**src/rtl/pipe_stage_elastic.sv**
```systemverilog
// Elastic valid/ready stage register with a 2-entry skid buffer.
// Adds synchronous flush, bubble outputs and a saturating stall counter.
module pipe_stage_elastic #(
  parameter int unsigned          DATA_W   = 128,
  parameter int unsigned          CTRL_W   = 5,
  parameter int unsigned          STAT_W   = 4,
  parameter logic [STAT_W-1:0]    STAT_RST = 4'b1110,
  parameter int unsigned          CNT_W    = 16
) (
  input  logic              clk,
  input  logic              rst,
  input  logic              flush,
  input  logic              in_valid,
  output logic              in_ready,
  input  logic [CTRL_W-1:0] in_ctrl,
  input  logic [DATA_W-1:0] in_data,
  input  logic [STAT_W-1:0] in_stat,
  output logic              out_valid,
  input  logic              out_ready,
  output logic [CTRL_W-1:0] out_ctrl,
  output logic [DATA_W-1:0] out_data,
  output logic [STAT_W-1:0] out_stat,
  output logic [1:0]        occupancy,
  output logic [CNT_W-1:0]  stall_cnt
);

  // Encoding doubles as the occupancy count.
  typedef enum logic [1:0] {
    EMPTY = 2'd0,
    ONE   = 2'd1,
    FULL  = 2'd2
  } state_t;

  state_t            state_q;
  logic [CTRL_W-1:0] h_ctrl_q, k_ctrl_q;
  logic [DATA_W-1:0] h_data_q, k_data_q;
  logic [STAT_W-1:0] h_stat_q, k_stat_q;
  logic [CNT_W-1:0]  cnt_q, cnt_d;
  logic              in_fire, out_fire;

  // Handshake flags come from registered state only.
  assign in_ready  = (state_q != FULL);
  assign out_valid = (state_q != EMPTY);
  assign in_fire   = in_valid & in_ready;
  assign out_fire  = out_valid & out_ready;

  assign out_ctrl  = h_ctrl_q;
  assign out_data  = h_data_q;
  assign out_stat  = h_stat_q;
  assign occupancy = state_q;
  assign stall_cnt = cnt_q;

  // State, head and skid registers; a vacated slot reloads the bubble.
  always_ff @(posedge clk or posedge rst) begin
    if (rst) begin
      state_q  <= EMPTY;
      h_ctrl_q <= '0;
      h_data_q <= '0;
      h_stat_q <= STAT_RST;
      k_ctrl_q <= '0;
      k_data_q <= '0;
      k_stat_q <= STAT_RST;
    end else if (flush) begin
      state_q  <= EMPTY;
      h_ctrl_q <= '0;
      h_data_q <= '0;
      h_stat_q <= STAT_RST;
      k_ctrl_q <= '0;
      k_data_q <= '0;
      k_stat_q <= STAT_RST;
    end else begin
      unique case (state_q)
        EMPTY: begin
          if (in_fire) begin
            state_q  <= ONE;
            h_ctrl_q <= in_ctrl;
            h_data_q <= in_data;
            h_stat_q <= in_stat;
          end
        end
        ONE: begin
          if (in_fire && out_fire) begin
            h_ctrl_q <= in_ctrl;
            h_data_q <= in_data;
            h_stat_q <= in_stat;
          end else if (out_fire) begin
            state_q  <= EMPTY;
            h_ctrl_q <= '0;
            h_data_q <= '0;
            h_stat_q <= STAT_RST;
          end else if (in_fire) begin
            state_q  <= FULL;
            k_ctrl_q <= in_ctrl;
            k_data_q <= in_data;
            k_stat_q <= in_stat;
          end
        end
        FULL: begin
          if (out_fire) begin
            state_q  <= ONE;
            h_ctrl_q <= k_ctrl_q;
            h_data_q <= k_data_q;
            h_stat_q <= k_stat_q;
            k_ctrl_q <= '0;
            k_data_q <= '0;
            k_stat_q <= STAT_RST;
          end
        end
        default: begin
          state_q <= EMPTY;
        end
      endcase
    end
  end

  // Saturating count of cycles the head waits on downstream.
  always_comb begin
    cnt_d = cnt_q;
    if (out_valid && !out_ready && (cnt_q != {CNT_W{1'b1}}))
      cnt_d = cnt_q + 1'b1;
  end

  // Stall counter survives flush; only reset clears it.
  always_ff @(posedge clk or posedge rst) begin
    if (rst) cnt_q <= '0;
    else     cnt_q <= cnt_d;
  end

endmodule

```
**config.mk**
```make
export PLATFORM = sky130hd
export DESIGN_NAME = pipe_stage_elastic
export DESIGN_NICKNAME = d
export VERILOG_FILES = /design/src/rtl/pipe_stage_elastic.sv
export SDC_FILE = /design/constraint.sdc
export NUM_CORES = 1
export LEC_CHECK = 0
export ABC_AREA = 0
export BUFFER_PORTS_ARGS = -buffer_cell sky130_fd_sc_hd__buf_2
export CAP_MARGIN = 20
export CORE_AREA = 2 2 151 153
export DETAILED_ROUTE_END_ITERATION = 8
export DIE_AREA = 0 0 153 155
export GPL_ROUTABILITY_DRIVEN = 1
export PLACE_DENSITY_LB_ADDON = 0.25
export SETUP_SLACK_MARGIN = 0.1
export SLEW_MARGIN = 0
export SYNTH_ARGS = -nofsm -noshare
export SYNTH_HDL_FRONTEND = slang
export SYNTH_SLANG_ARGS = --single-unit
```
**constraint.sdc**
```tcl
create_clock -name clk -period 16 [get_ports clk]
set_clock_uncertainty 0.05 [all_clocks]
set_input_delay 1.6 -clock clk [delete_from_list [all_inputs] [get_ports clk]]
set_output_delay 1.6 -clock clk [all_outputs]
set_load 0.02 [all_outputs]
```
==> impl_results.md <==
* Vias in the first global route at 10,410
* Post-layout util at 67.98%
* CTS H-tree lvls at 1
* Tmin final at roughly 4.0 ns
* Fmax achieved at 250.0 MHz
* Die H at 155 um
* Most common cell in the netlist: dfrtp_1
* Antenna violations before repair at 7
* First-pass DRT Iterations at 5
* Final HPWL DP at 20.41 mm
* Final nets at 1,696
* Area contributors post-synth: dfrtp_1, a221oi_1, nand2_1, nor3_1, o21ai_0
* Clock Latency Late Sink at approximately 0.53 ns
* Period utilization at 25.00%
* DIE WIDTH at 153 um
* Pleak at 7.309 nW
* # DRC at 0
* Synth Area in Compound Gates at 15.68%
* Clock Sinks at 292
* Syn_nets at 1,472
* # rows at 55
* Post-synth top area share at 56.62%
* Finished Cell Area at 15,110 um2
* CTS resizes at 0
* Slew Viols, Final at 0
* First-pass GRT wire length at between 50 and 60 mm
* Layout cells sized above 1 at approximately a quarter
* RePlAce Congestion at 0.8027
* Post-synthesis simple-gate area fraction at between 20% and 30%
* Worst hold path type: flip-flop to flip-flop
* #FFs+latches synth at 292
* Final setup violation count at 0
* Least-Margin Pin Slew at around 1.0 ns
* Mapped Cells at 1,326
* Final WS setup at approximately 12 ns
* Crit Path Max Fanout at 109
* Cts bufs inserted at 31
* CP peak stage delay at 0.82 ns
* Wirelength per Cell at 18.21 um
* Total global routing overflow at 0
* Status: finished clean
* Synth cell types at 45
* WL final at 33.89 mm
* Sequential share of the synthesized area at 57.86%
* Initial Util at 56.87%
* RSZ-0062 raised after global routing: no
* Critical Path Most Common Cell: buf_4
* Pwr/cell area at between 150 and 200 nW/um2
* DP Worst Slack at around 11 ns
* Area grow syn2layout at 19.53%
* Tot GR Track Use at 27.98%
* Dpl cell area at 14,120 um2
* Crit Path Class: primary input to flip-flop
* Routed Antenna Nets at 0
* Mapped Area at 12,640 um2
* I/O Pins at 299
* Core box area at 22,230 um2
* Starting DRC count in detailed routing at between 900 and 1,000
* Postcts setup bufs at 0
* Adder-cell area share of the yosys netlist at 0.3959%
* Setup TNS at 0 ns
* Post-synthesis xor/xnor area fraction at 0.9007%
* Slew headroom at 30.45%
* Final hold violations at 0
* Syn_area_per_cell at roughly 9.5 um2
* Vias per inst at 5.900
* Area leader, netlist: dfrtp_1
* Critical path launch point type: primary input
* Slowest CP cell: a311oi_4
* Post-synthesis async set-or-reset flop share at 100.0%
* CP Data Required Time at about 16 ns
* CTS hold repair buffers at 0
* Crit-path cells: buf_2 -> nand2b_1 -> a311oi_4 -> buf_4 -> buf_4 -> o21ai_0
* Die Area at roughly 24,000 um2
* Syn. warnings at 0
* Most common flop cell mapped by yosys: dfrtp_1
* Critical Path AT at 4.32 ns
* # Max-Cap Violations at 0
* PortBufs at 298
* Most frequent cells after synthesis: dfrtp_1, nand2_1, nor2_1
* Largest family of logic cells by synthesized area: simple AND/OR/NAND/NOR gates
* Largest net degree at the start of global routing at ~120
* VDD IR max at between 0.1 and 0.15 mV
* Post-synth EDFFs at 0
* Clk buf depth at 3
* Worst Setup End Kind: flip-flop
* Root buf cell: clkbuf_16
* Multiplexer share of the synthesized area at 0.5147%
* CTS tree: yes
* Clock transition at the registers of the reported paths at ~0.060 ns
* Via count at 10,980
-- through the flow --
| step | power [mW] | std cells | hold WS [ns] |
|---|---|---|---|
| 2_1_floorplan | 1.840 | 1326 | 0.3915 |
| 3_3_place_gp | 2.168 | 1801 | 0.3989 |
| 3_5_place_dp | 2.191 | 1801 | 0.4096 |
| 4_1_cts | 2.879 | 1855 | 0.4139 |
| 5_1_grt | 3.048 | 1860 | 0.4284 |
| 6_report | 2.869 | 1861 | 0.4154 |
-- path summary, 6_finish.rpt --
| check | startpoint | end | depth (start not counted) | slack, ns |
|---|---|---|---|---|
| max | out_ready | k_data_q[72]$_DFFE_PP0P_ | 6 | 12.00 |
| min | k_stat_q[3]$_DFFE_PP1P_ | k_stat_q[3]$_DFFE_PP1P_ | 2 | 0.42 |
| max reg2reg | occupancy[0]$_DFFE_PP0P_ | k_data_q[72]$_DFFE_PP0P_ | 7 | 12.29 |
| min reg2reg | k_stat_q[3]$_DFFE_PP1P_ | k_stat_q[3]$_DFFE_PP1P_ | 2 | 0.42 |
| max in group asynchronous | rst | out_data[125]$_DFFE_PP0P_ | 4 | 12.82 |
| min in group asynchronous | rst | out_data[68]$_DFFE_PP0P_ | 2 | 1.18 |
-- layout make-up --
class	count	area, um2
multi-input cells	901	4793
clock buffers	48	899.6
diodes	5	12.51
repair buffers	314	1627
well taps	285	356.6
inverters	10	45.04
fillers	1772	7118
flip-flops and latches	292	7315
clock inverters	6	61.31
-- where the power goes --
group          total [mW]  switching [mW]  internal, mW
Sequential           1.09           0.134         0.955
Clock               0.681           0.281         0.400
Combinational        1.10           0.752         0.347
-- placed cells by master, fill, tap and decap left out, types with 4 or more instances in the layout --
master and instances:
clkbuf_8 6, nor4_1 7, nor2_1 141, nor3_1 139, buf_2 297, nand2_1 277
clkbuf_1 11, inv_1 9, clkinv_2 4, clkbuf_16 31, a221oi_1 134, dfstp_2 6
diode_2 5, nand3_1 5, a21oi_1 5, buf_4 16, dfrtp_1 286, ha_1 4
o21ai_1 28, o21ai_0 109, xor2_1 12
-- critical path: cells and delay by family --
kind / cells / cell delay [ns]
buffers and inverters: 3 / 1.31
AND/OR/NAND/NOR: 1 / 0.27
AO/OA/AOI/OAI: 2 / 1.06
-- sequential cells by signal, indices dropped and copies added, names as in the netlist --
register	cells
out_ctrl	5
k_stat_q	4
k_ctrl_q	5
out_data	128
out_stat	4
occupancy	2
stall_cnt	16
k_data_q	128
-- routing by layer --
metal	wire length, um	GRT usage, %	up-vias	part of all wire, %
li1	-	-	5123	-
met1	14730	41.32	5337	43
met2	15560	42.54	451	46
met3	2570	5.460	66	7.6
met4	1014	8.422	2	3.0
met5	11	0	-	0.032
-- cells by family (layout without fill, tap and decap cells) --
kind of cell	count (synthesis)	in the layout
adder cells (fa/ha/maj)	4	4
AND/OR/NAND/NOR	592	592
AO/OA/AOI/OAI	286	286
XOR/XNOR	13	13
flip-flops	292	292
other	0	5
buffers and inverters	133	378
multiplexers	6	6
(Power assumes the default switching activity.)
